$ cat src/rtl/hazard_ctrl_pkg.sv
// Shared constants and types for the pipeline hazard controller.
// Forward-select codes, controller state encoding and the register-zero guard.
package hazard_ctrl_pkg;

  localparam logic [1:0] FWD_RF  = 2'b00;
  localparam logic [1:0] FWD_WB  = 2'b01;
  localparam logic [1:0] FWD_MEM = 2'b10;

  localparam logic [4:0] REG_ZERO = 5'd0;

  typedef enum logic {
    RUN      = 1'b0,
    MEM_WAIT = 1'b1
  } ctrlState_t;

  // The MEM stage is the younger producer, so it wins over WB.
  function automatic logic [1:0] fwdSel(
    input logic [4:0] srcReg,
    input logic       regWriteM,
    input logic [4:0] writeRegM,
    input logic       regWriteW,
    input logic [4:0] writeRegW
  );
    logic [1:0] sel;
    sel = FWD_RF;
    if (regWriteM && (writeRegM != REG_ZERO) && (writeRegM == srcReg))
      sel = FWD_MEM;
    else if (regWriteW && (writeRegW != REG_ZERO) && (writeRegW == srcReg))
      sel = FWD_WB;
    return sel;
  endfunction

endpackage

$ cat src/rtl/hazard_ctrl_forward_unit.sv
// Combinational ALU operand forwarding for both execute-stage sources.
// One instance resolves the A (rs) and B (rt) selects from the same producers.
module forward_unit
  import hazard_ctrl_pkg::*;
(
  input  logic [4:0] rsE,
  input  logic [4:0] rtE,
  input  logic [4:0] writeRegM,
  input  logic [4:0] writeRegW,
  input  logic       regWriteM,
  input  logic       regWriteW,
  output logic [1:0] forwardA,
  output logic [1:0] forwardB
);

  always_comb begin
    forwardA = fwdSel(rsE, regWriteM, writeRegM, regWriteW, writeRegW);
    forwardB = fwdSel(rtE, regWriteM, writeRegM, regWriteW, writeRegW);
  end

endmodule

$ cat src/rtl/hazard_ctrl.sv
// Hazard and sequencing controller for the 5-stage MIPS pipeline: stalls, flushes,
// operand forwarding, data-memory wait handshake, stall counter and timeout flag.
module hazard_ctrl
  import hazard_ctrl_pkg::*;
#(
  parameter int WAIT_MAX = 16,
  parameter int CNT_W    = 32
) (
  input  logic             CLK,
  input  logic             RST,
  input  logic [4:0]       RsD,
  input  logic [4:0]       RtD,
  input  logic [4:0]       RsE,
  input  logic [4:0]       RtE,
  input  logic [4:0]       WriteRegE,
  input  logic [4:0]       WriteRegM,
  input  logic [4:0]       WriteRegW,
  input  logic             regWriteE,
  input  logic             regWriteM,
  input  logic             regWriteW,
  input  logic             MemToRegE,
  input  logic             MemToRegM,
  input  logic             MemWriteM,
  input  logic             BranchM,
  input  logic             ZeroM,
  input  logic             dmem_ready,
  output logic             dmem_req,
  output logic             StallF,
  output logic             StallD,
  output logic             StallE,
  output logic             StallM,
  output logic             FlushD,
  output logic             FlushE,
  output logic             FlushM,
  output logic             FlushW,
  output logic [1:0]       ForwardAE,
  output logic [1:0]       ForwardBE,
  output logic [CNT_W-1:0] stall_count,
  output logic             mem_err
);

  localparam int WCNT_W = (WAIT_MAX < 1) ? 1 : $clog2(WAIT_MAX + 1);

  ctrlState_t        state;
  logic [WCNT_W-1:0] waitCnt;
  logic [CNT_W-1:0]  stallCnt;
  logic              memErr;

  logic       memM, branchTaken, loadUse, inWait;
  logic       branchAct, missRun, holdAll, loadUseAct, reqAct;
  logic [1:0] fwdA, fwdB;

  forward_unit uFwd (
    .rsE       (RsE),
    .rtE       (RtE),
    .writeRegM (WriteRegM),
    .writeRegW (WriteRegW),
    .regWriteM (regWriteM),
    .regWriteW (regWriteW),
    .forwardA  (fwdA),
    .forwardB  (fwdB)
  );

  always_comb begin
    memM        = MemToRegM | MemWriteM;
    branchTaken = BranchM & ZeroM;
    loadUse     = MemToRegE & regWriteE & (WriteRegE != REG_ZERO) &
                  ((WriteRegE == RsD) | (WriteRegE == RtD));
    inWait      = (state == MEM_WAIT);
    branchAct   = !inWait & branchTaken;
    reqAct      = inWait | (!inWait & memM & !branchTaken);
    // A miss in RUN already freezes every stage, which subsumes the load-use bubble.
    missRun     = !inWait & memM & !branchTaken & !dmem_ready;
    holdAll     = inWait | missRun;
    loadUseAct  = !inWait & !branchTaken & !missRun & loadUse;
  end

  // Everything is forced low while reset is held, including the async drop of dmem_req.
  always_comb begin
    dmem_req    = RST & reqAct;
    StallF      = RST & (holdAll | loadUseAct);
    StallD      = RST & (holdAll | loadUseAct);
    StallE      = RST & holdAll;
    StallM      = RST & holdAll;
    FlushD      = RST & branchAct;
    FlushE      = RST & (branchAct | loadUseAct);
    FlushM      = RST & branchAct;
    FlushW      = RST & holdAll;
    ForwardAE   = RST ? fwdA : FWD_RF;
    ForwardBE   = RST ? fwdB : FWD_RF;
    stall_count = stallCnt;
    mem_err     = memErr;
  end

  always_ff @(posedge CLK or negedge RST) begin
    if (!RST) begin
      state    <= RUN;
      waitCnt  <= '0;
      stallCnt <= '0;
      memErr   <= 1'b0;
    end else begin
      if (StallF && (stallCnt != {CNT_W{1'b1}}))
        stallCnt <= stallCnt + CNT_W'(1);

      case (state)
        RUN: begin
          waitCnt <= '0;
          if (missRun)
            state <= MEM_WAIT;
        end
        MEM_WAIT: begin
          if (dmem_ready) begin
            state   <= RUN;
            waitCnt <= '0;
          end else begin
            if (waitCnt != WCNT_W'(WAIT_MAX))
              waitCnt <= waitCnt + WCNT_W'(1);
            // Counter is about to reach WAIT_MAX with the access still outstanding.
            if (waitCnt == WCNT_W'(WAIT_MAX - 1))
              memErr <= 1'b1;
          end
        end
        default: state <= RUN;
      endcase
    end
  end

endmodule

$ cat config.mk
export PLATFORM = sky130hd
export DESIGN_NAME = hazard_ctrl
export DESIGN_NICKNAME = d
export VERILOG_FILES = /design/src/rtl/hazard_ctrl_pkg.sv /design/src/rtl/hazard_ctrl_forward_unit.sv /design/src/rtl/hazard_ctrl.sv
export SDC_FILE = /design/constraint.sdc
export NUM_CORES = 1
export LEC_CHECK = 0
export ABC_AREA = 1
export CAP_MARGIN = 0
export CORE_ASPECT_RATIO = 0.8
export CORE_UTILIZATION = 35
export CTS_CLUSTER_SIZE = 25
export DETAILED_ROUTE_END_ITERATION = 8
export GPL_ROUTABILITY_DRIVEN = 0
export MAX_ROUTING_LAYER = met4
export PLACE_DENSITY = 0.74
export RECOVER_POWER = 25
export SYNTH_ARGS = -nofsm -noshare
export SYNTH_HDL_FRONTEND = slang
export SYNTH_SLANG_ARGS = --single-unit
$ cat constraint.sdc
create_clock -name CLK -period 2.1 [get_ports CLK]
set_clock_uncertainty 0.15 [all_clocks]
set_input_delay 0.21 -clock CLK [delete_from_list [all_inputs] [get_ports CLK]]
set_output_delay 0.21 -clock CLK [all_outputs]
set_load 0.02 [all_outputs]
Yosys cells after proc, flatten, opt, wreduce, memory -nomap -nowiden
Cells that the tools add are included.

storage, ports and cells
  flip-flop bits (word level) = 39

operators by class
  reductions and logical operators = 15
  eq/ne operators = 10
  add/sub/neg operators = 2
  mux-type cells = 12
  bitwise operators = 24

operator list
  operator                                                count
  adder 32 x 1 -> 32 bit (second input constant)          1
  inequality test 32 bit (second input constant)          1
  == test 5 bit                                           6
  bitwise AND 1 bit                                       16
  nonzero test 5 bit                                      3
  two-way mux 5 bit                                       2
  one-hot mux 5 bit (2 select lines)                      1
  two-way mux 2 bit                                       4
  logical AND 1 bit                                       7
  bitwise OR 1 bit                                        6
  adder 5 x 1 -> 5 bit (second input constant)            1
  == test 5 x 4 -> 1 bit (second input constant)          1
  inequality test 5 bit (second input constant)           1
  zero test 1 bit                                         4
  two-way mux 1 bit                                       4
  inequality test 3 x 2 -> 1 bit (second input constant)  1
  AND reduction 3 bit                                     1
  NOT 1 bit                                               2
  one-hot mux 1 bit (2 select lines)                      1

Longest topological paths before layout
  word-level depth = 10
  mapped depth = 12

By module
Synthesis repeated with hierarchy kept, for this count alone.

unflattened totals
  cells, all modules = 508
  area, all modules = 3149.3 sq um

by module, submodules not included
  module        area each (sq um)  cells each  times used
  hazard_ctrl   2786.4             427         1
  forward_unit  362.8              81          1

Worst setup path after synthesis
OpenSTA, ideal clock, no wires.

  path type = flip-flop to flip-flop
  start point = reg stallCnt[0], in the netlist stall_count[0]
  end point = reg stallCnt[11], in the netlist stall_count[11]
  data arrival time = 1591 ps
  cell stages (with the launch flop) = 10
  slack = 241 ps
  period minus slack after synthesis = 1859 ps
  cells stage by stage = dfrtp_1 > ha_1 > nand2_1 > nor2_4 > nand2_2 > nor2_4 > nand3_4 > buf_2 > nand3_1 > nand2_1

between the ends
  longest elaborated chain between the ends = 2
  elaborated cells between the ends (all ways) = 3
  classes of those cells = add/sub (1); eq/ne (1); reduce/logical (1)

RTL lines
  item                                                                            RTL line            source
  from (decl)                                                                     hazard_ctrl.sv:46   logic [CNT_W-1:0] stallCnt;
  from (signal assigned)                                                          hazard_ctrl.sv:103  stallCnt <= stallCnt + CNT_W'(1);
  parallel branches: the longest is 2 deep, another holds adder 32 x 1 -> 32 bit  -

Several ways; the timed one is not identified.
A chain may end at the register's enable or synchronous reset.

Worst setup path in the final report
  start point = reg state, in the netlist inWait
  end point = out FlushD

between the ends
  longest elaborated chain between the ends = 3

RTL lines
  item                    RTL line            source
  from (decl)             hazard_ctrl.sv:44   ctrlState_t state;
  from (signal assigned)  hazard_ctrl.sv:97   state <= RUN;
  from (signal assigned)  hazard_ctrl.sv:109  state <= MEM_WAIT;
  from (signal assigned)  hazard_ctrl.sv:113  state <= RUN;
  zero test 1 bit         hazard_ctrl.sv:70   branchAct = !inWait & branchTaken;
  bitwise AND 1 bit       hazard_ctrl.sv:70
  bitwise AND 1 bit       hazard_ctrl.sv:85   FlushD = RST & branchAct;
  to (decl)               hazard_ctrl.sv:32   output logic FlushD,

No other way between the ends.

==> key figures <==
Worst setup path
  • CP endpoint kind: output port
  • CP Data Required Time: 1.74 ns
  • CP arrival: 1.66 ns
  • CP Class: reg -> out
  • Startpoint types: flip-flop
  • R2r setup slk: 0.13 ns
  • Crit-path max FO: 4

Yosys
  • Mean Syn Cell Area: 6.41 um^2
  • Number of synthesized flops with an enable pin: 0
  • Ys Warns: 0
  • #FFs+latches synth: 39
  • Yosys top cell by area: dfrtp_1
  • Synth Flop Type: dfrtp_1
  • Commonest cells post-synth: nand2_1, nor2_1, inv_1
  • Most common cell in the synthesized netlist: nand2_1
  • Post-synthesis sequential area ratio: 32.0%
  • Synth Instances: 476
  • Synth area leaders: dfrtp_1, nand2_1, nand3_1, nor2_1, inv_1
  • Syn_nets: 526
  • Yosys top cell area share: 32.0%
  • Asr flop ratio synth: 100%
  • Post-Syn Area: 3050 um^2
  • Distinct cells, synth: 29

Layout
  • Diodes inserted: 0
  • Final instance count without filler cells: 707
  • Fin nets: 644
  • FILL cells: 858
  • Area Growth Syn to Fin: 42.3%
  • Share of post-route cells with drive strength above 1: 11.4%

Routing
  • Residual DRC: 0
  • Number of routed nets with antenna violations: 0
  • Vias: 3439
  • DR iter-0 viols: 226
  • DR WL/cell: 12.6 um
  • Final wirelength: 8910 um
  • Vias per inst: 4.86
  • First-pass DRT Iterations: 5

Place
  • Pre-CTS worst setup slack: -0.315 ns
  • Port bufs: 91
  • Final HPWL DP: 6880 um
  • Post-placement cell count: 694

Clock tree
  • # H-tree levels: 2
  • CTS tree: built
  • Clk_lat worst skew: 0.30 ns
  • Clk slew on worst S/H paths: 0.09 ns
  • Root buffer cell: clkbuf_8
  • CTS max path bufs: 2
  • TritonCTS Sinks: 39
  • Inserted Clock Buffers: 5

Worst hold path
  • Hold Crit Class: in -> async

Pwr
  • Power share of the combinational group: 29.5%
  • Leak Pwr: 2.05 nW
  • Clock share of power: 26.7%
  • Switching Share: 32.7%
  • Peak supply drop: 0.208 mV
  • Internal Power: 1.30 mW
  • Seq pwr share: 43.8%
  • Switching power: 0.632 mW
  • Power Density: 445 nW/um^2

STA
  • Final Hold Fails: 0
  • Worst slew margin: 37.1%
  • Setup WS post-layout: 0.0794 ns
  • Setup_tns: 0 ns
  • Worst-Margin Slew: 0.944 ns
  • Fmax: 495 MHz
  • Max Slew Vio Count: 0
  • Min cycle time layout: 2.02 ns
  • RSZ-0062 raised after global routing: true
  • Period utilization: 96.2%
  • Final setup vio count: 0

Floorplanning
  • Chip Height: 85.5 um
  • Initial Util: 36.0%
  • Row count: 30
  • Die Wd: 106 um
  • Die area: 9100 um^2
  • Core Area: 8480 um^2
  • I/O pin cnt: 92

Global routing
  • Grt ovf: 0
  • Largest net degree at the start of global routing: 39
  • First-pass GRT wire length: 14800 um
  • GRT Total Usage: 20.8%
  • Number of global-route vias before repair: 3268
  • Initial antenna violation count: 0

Job
  • Max-Cap Viols: 0

Run status
  • Outcome: finished clean
## cells by family after synthesis
kind of cell	share of synthesized area, %
buf+inv	9.63
simple gates	44.8
compound gates	2.75
flops	32.0
fa+ha+maj	1.64
xor+xnor	9.18
## cells in the final DEF (no fill, tap or decap), drive strengths merged
cell,Yosys,routed
nand3,52,52
nand3b,4,4
a21o,1,1
dlygate4sd3,0,1
xnor2,16,16
nand2,175,175
ha,4,4
o21a,1,1
o21bai,1,1
nor4,2,2
a21oi,4,4
clkinv,0,1
xor2,16,16
nor2,68,68
o21ai,7,7
nand4,8,8
or2,1,1
buf,12,33
dlygate4sd2,0,1
clkdlybuf4s50,0,79
nor3,8,8
o22ai,1,1
clkinvlp,0,2
inv,55,55
clkbuf,0,14
nor3b,1,1
dfrtp,39,39
## power by group through the flow
stage	clock network [mW]	registers, mW	logic, mW
after global placement	0	0.853	0.546
after floorplan	0	0.891	0.234
after global routing	0.556	0.852	0.624
after CTS	0.523	0.841	0.552
after detailed placement	0	0.856	0.557
final	0.515	0.846	0.571
## critical path, cell delays in order, from the launching register on
cell,delay [ns]
dfrtp_1,0.43
nor3_2,0.21
buf_4,0.14
clkdlybuf4s50_1,0.59
## layout make-up
cell class / instances / area (um^2) / area share (%)
inverter: 55 / 206 / 4.75
timing repair buffer: 123 / 1130 / 26.0
clock buffer: 5 / 68.8 / 1.58
multi-input combinational: 370 / 1800 / 41.5
tap: 112 / 140 / 3.23
sequential: 39 / 977 / 22.5
clock inverter: 3 / 20.0 / 0.461
## registers in the layout, summed over array words and instances (netlist names)
signal	count
mem_err	1
inWait	1
stall_count	32
waitCnt	5
## metrics by stage
stage          total power, mW  hold WS (ns)  cell area (um^2)  utilization [%]
6_report                  1.93         0.184              4340             51.2
5_1_grt                   2.03         0.174              4340             51.2
4_1_cts                   1.92         0.194              4300             50.7
3_5_place_dp              1.41        -0.113              4210             49.7
3_3_place_gp              1.40        -0.113              4210             49.7
2_1_floorplan             1.13        -0.236              3050                -
## final timing paths
check | start | endpoint | cells past startpoint
worst max-delay path | inWait$_DFF_PN0_ | FlushD | 3
worst min-delay path | RST | inWait$_DFF_PN0_ | 2
max in group asynchronous | RST | stall_count[0]$_DFFE_PN0P_ | 3
min in group CLK | mem_err$_DFFE_PN0P_ | mem_err$_DFFE_PN0P_ | 1
worst max register to register | stall_count[0]$_DFFE_PN0P_ | stall_count[20]$_DFFE_PN0P_ | 11
worst min register to register | mem_err$_DFFE_PN0P_ | mem_err$_DFFE_PN0P_ | 1
## layer usage
metal | up-vias | track usage [%] | share of wire [%]
met3 | 15 | 3.27 | 5.1
li1 | 1718 | - | -
met5 | - | - | 0
met2 | 103 | 33.8 | 47
met1 | 1603 | 27.2 | 46
met4 | 0 | 5.48 | 1.5
## timing repair
item,4_1_cts,5_1_grt
pin swaps,0,3
setup endpoints to repair,11,39
gates cloned,0,1
buffers inserted,0,3
gates resized for setup,13,32
endpoints found under the hold margin,39,0
hold buffers,1,0
No activity file was read; power rests on OpenSTA's default activity.
==> patch 1 (config.mk and constraints unchanged) <==
`REG_ZERO`: 5'd0 -> 5'd1.
--- a/src/rtl/hazard_ctrl_pkg.sv
+++ b/src/rtl/hazard_ctrl_pkg.sv
@@ -6,7 +6,7 @@
   localparam logic [1:0] FWD_WB  = 2'b01;
   localparam logic [1:0] FWD_MEM = 2'b10;
 
-  localparam logic [4:0] REG_ZERO = 5'd0;
+  localparam logic [4:0] REG_ZERO = 5'd1;
 
   typedef enum logic {
     RUN      = 1'b0,
Behaviour: not the same (Yosys sat finds a counterexample within 4 cycles, from zero or initial values and one cycle with RST low).
==> patch 1 against the unedited design <==
Critical path depth is 4 higher. Non-clock buffer count is 10 lower. Sequential cell count stayed put. Area after synthesis is 1.3% higher. Cell area is 0.26% lower. Clock power is 23% higher. Wire length is 0.80% lower. Power is 5.1% higher. Register-to-register slack better by 0.05 ns. First-iteration DRC count is 7.5% higher. Die area is 1.3% higher. Setup slack better by 0.013 ns. Sequential power hardly changed.
==> patch 1: results (changes against the unedited design) <==
- The worst supply voltage drop on vdd is 0.000347 V (+67%).
- Counting instances in the post-synthesis netlist gives the leading cell types as 177 x nand2_1, 69 x nor2_1, 54 x inv_1.
- The transition time at the pin with the least slew margin is 0.777 ns (-0.167 ns).
- The detailed-route vias per instance came to 4.78 (-1.7%).
- The count of placed standard cells in the final layout, fillers left out came to 708 (+0.14%).
- The largest incremental delay on the critical path was 0.47 ns (-0.12 ns).
- The static leakage is 0.00206 uW (+0.22%).
- The share of cells above drive strength 1 is 0.0805 (-0.0337).
- The number of cells traversed by the worst register-to-register path is 9 (-2).
- The number of design-rule violations left by the first detailed-router iteration is 243 (+7.5%).
- The routed length on met1 is 4.22 mm (+3.0%).
- The detailed placer's ending HPWL is 7.11 mm (+3.4%).
- The total number of nets in the final design was 645 (+0.16%).
- In this run the critical register-to-register path is captured at stall_count[14].
- The complex-gate fraction of the synthesized area is 0.0356 (+0.00814).
- The combinational fraction of design power came to 0.272 (-0.023).
- The time the final worst path needs with I/O delays and setup came to 2.01 ns (-0.0135 ns).
- The share of total power consumed by net switching is 0.308 (-0.0190).
- The met1 layer usage reported by global route was 0.279 (+0.00621).
- The global-route wire length before repair is 14.6 mm (-1.4%).
- The sequential element share of the synthesized area is 0.316 (-0.00414).
- The length of routed met2 wiring came to 4.07 mm (-3.5%).
- The total wire length after detailed routing is 8.84 mm (-0.80%).
- The post-synthesis net count was 537 (+2.1%).
- The flow ran to the end, and the final reports show no timing, DRC or antenna violations.
- The global router's overall resource usage is 0.203 (-0.00502).
- The part of the total power dissipated in the clock network is 0.312 (+0.045).
- The clock network power was 634 uW (+23%).
- The worst-case setup slack after placement is -0.309 ns (+0.00527 ns).
- The global-route met3 utilization came to 0.0213 (-0.0114).
- The largest net degree at the start of global routing is 25 (-36%).
- The synthesized-area fraction occupied by adder cells is 0.0162 (-0.000212).
- The launch point of the worst path is WriteRegM[2].
- The critical path ends at ForwardBE[1].
- The post-placement cell count is 697 (+0.43%).
- The routed length on met3 is 426 um (-5.5%).
- The met2 routing resource usage after global routing is 0.323 (-0.0145).
- The post-cts gate resize count is 18 (+5).
- The number of global-route vias before repair was 3116 (-4.7%).
patch 1: metrics by stage:
stage                     hold WS [ns]  instance area, um^2
after floorplan                 -0.236                 3090
after global placement         -0.0992                 4200
after detailed placement       -0.0995                 4200
after CTS                        0.211                 4320
after global routing             0.220                 4330
final                            0.216                 4330
patch 1: final cells by class:
| cell class | instances | area [um^2] |
|---|---|---|
| Inverter | 55 | 206 |
| Tap cell | 112 | 140 |
| Fill cell | 795 | 4190 |
| Timing Repair Buffer | 113 | 1040 |
| Sequential cell | 39 | 976 |
| Clock buffer | 5 | 68.8 |
| Clock inverter | 3 | 43.8 |
| Multi-Input combinational cell | 381 | 1850 |
patch 1: cell families (layout without fill, tap and decap cells):
| kind of cell | after synthesis | in the layout |
|---|---|---|
| adders and majority gates | 4 | 4 |
| DFF | 39 | 39 |
| buffers and inverters | 67 | 176 |
| and+or+nand+nor | 329 | 329 |
| xor gates and xnor gates | 30 | 30 |
| AOI/OAI and AO/OA | 18 | 18 |
==> patch 2 (same flow settings) <==
Made on the original files. Reset style: synchronous (`RST`), changed in one clocked block. Comments in the files are not updated.
--- a/src/rtl/hazard_ctrl.sv
+++ b/src/rtl/hazard_ctrl.sv
@@ -92,7 +92,7 @@
     mem_err     = memErr;
   end
 
-  always_ff @(posedge CLK or negedge RST) begin
+  always_ff @(posedge CLK) begin
     if (!RST) begin
       state    <= RUN;
       waitCnt  <= '0;
Behaviour: differs if RST is asserted again (counterexample within 4 cycles, from zero or initial values and one cycle with RST low); with RST held inactive, the same outputs for 10 cycles.
==> patch 2 against the unedited design <==
Final cell count is 1.3% higher. Global-route usage is 0.54 points higher. Sequential power is 11% lower. Setup slack better by 0.00085 ns. Area after synthesis is 0.98% lower. Wire length is 3.3% higher. Power is 6.6% lower. Via count is 0.61% higher. Sequential cell count stayed put. Core utilization is 2.9 points higher. Synthesized cell count is 2.3% higher. Cell area is 1.6% higher.
==> patch 2: results (changes against the unedited design) <==
- The largest net degree at the start of global routing is 23 (-41%).
- The share of async-settable or async-resettable flops after synthesis came to 0 (-1.00).
- The number of cells traversed by the worst register-to-register path is 7 (-4).
- The count of synthesis-stage warnings from yosys is 0 (unchanged).
- The predominant post-synthesis flop cell is dfxtp_1.
- The global router's overall resource usage came to 0.214 (+0.00544).
- Ranked by total cell area, the synthesized netlist is headed by dfxtp_1 26%, nand2_1 17%, nor2_1 9.2%.
- The xor/xnor share of the synthesized area was 0.104 (+0.0125).
- The wire length per cell after detailed routing is 12.8 um (+2.0%).
- The worst-case setup slack after placement came to -0.434 ns (-0.120 ns).
- The detailed placer's ending HPWL is 7.27 mm (+5.6%).
- The worst supply voltage drop on vdd came to 0.000283 V (+36%).
- The largest fanout of any net on the critical path came to 3 (-1).
- The global-route wire length before repair came to 15.0 mm (+0.84%).
- The placed cell area is 4250 um^2 (+0.92%).
- The total number of nets in the final design is 657 (+2.0%).
- The top achievable clock speed is 495 MHz (about the same).
- The post-synthesis net count is 537 (+2.1%).
- The static leakage is 0.00183 uW (-11%).
- The distinct cell type count after synthesis was 35 (+21%).
- The length of the first detailed-routing pass in iterations is 7 (+2).
- The share of cells above drive strength 1 was 0.150 (+0.0354).
- The detailed-route vias per instance is 4.83 (-0.65%).
- The slowest stage of the critical path belongs to the cell clkdlybuf4s50_1.
- The transition time at the pin with the least slew margin was 0.455 ns (-0.489 ns).
- The run finished with clean final reports.
- The number of global-route vias before repair is 3236 (-0.98%).
- The switching component of the power is 506 uW (-20%).
- The commonest cells after synthesis are 134 x nand2_1, 74 x nor2_1, 50 x inv_1.
- The sequential element share of the synthesized area is 0.258 (-0.0614).
[patch 2: layout make-up]
cell class	count	area, um^2
timing repair buffer	129	1200
sequential	39	786
clock buffer	5	68.8
multi-input combinational	381	1980
clock inverter	3	43.8
tap	108	135
inverter	51	191
fill	793	3750
[patch 2: power groups by stage]
stage          clock [uW]  sequential, uW  combinational [uW]
2_1_floorplan           0             787                 173
3_3_place_gp            0             774                 379
3_5_place_dp            0             774                 387
4_1_cts               661             757                 383
5_1_grt               693             759                 426
6_report              655             757                 392
[patch 2: per-stage QoR]
step | std cells | hold slack, ns | setup TNS (ns)
floorplan | 487 | 0.139 | 0
global placement | 707 | 0.288 | -12.23
detailed placement | 707 | 0.289 | -14.13
CTS | 715 | 0.313 | -0.0903
global route | 716 | 0.339 | -0.141
finish | 716 | 0.312 | 0
[patch 2: timing repair]
item                       CTS  global route
setup endpoints to repair   33            40
setup buffers                0             1
resized for setup           23            36
pin swaps                    0             2
[patch 2: worst register-to-register path: stages, from the launching register on]
cell	delay, ns
dfxtp_1	0.44
nand2_1	0.11
nor2_2	0.22
nand2_1	0.20
nor2_1	0.25
xor2_1	0.20
nand3_1	0.14
a21oi_2	0.15
[patch 2: worst paths after layout]
kind              slack, ns         endpoint      startpoint
setup reg to reg       0.18  stall_count[15]  stall_count[4]
hold / removal         0.31          mem_err         mem_err
hold reg to reg        0.31          mem_err         mem_err
setup / recovery       0.08           StallE         BranchM
[patch 2: cell families (layout without fill, tap and decap cells)]
| group | count (synthesis) | count (layout) |
|---|---|---|
| DFF | 39 | 39 |
| buffers and inverters | 67 | 188 |
| AOI/OAI and AO/OA | 45 | 45 |
| adders and majority gates | 4 | 4 |
| and+or+nand+nor | 296 | 296 |
| xor gates and xnor gates | 36 | 36 |
[patch 2: per-layer routing]
| layer | vias up | part of all wire | GRT usage |
|---|---|---|---|
| li1 | 1785 | - | - |
| met1 | 1555 | 0.45 | 0.265 |
| met2 | 100 | 0.47 | 0.350 |
| met3 | 20 | 0.065 | 0.0438 |
| met4 | 0 | 0.017 | 0.0644 |
| met5 | - | 0 | - |
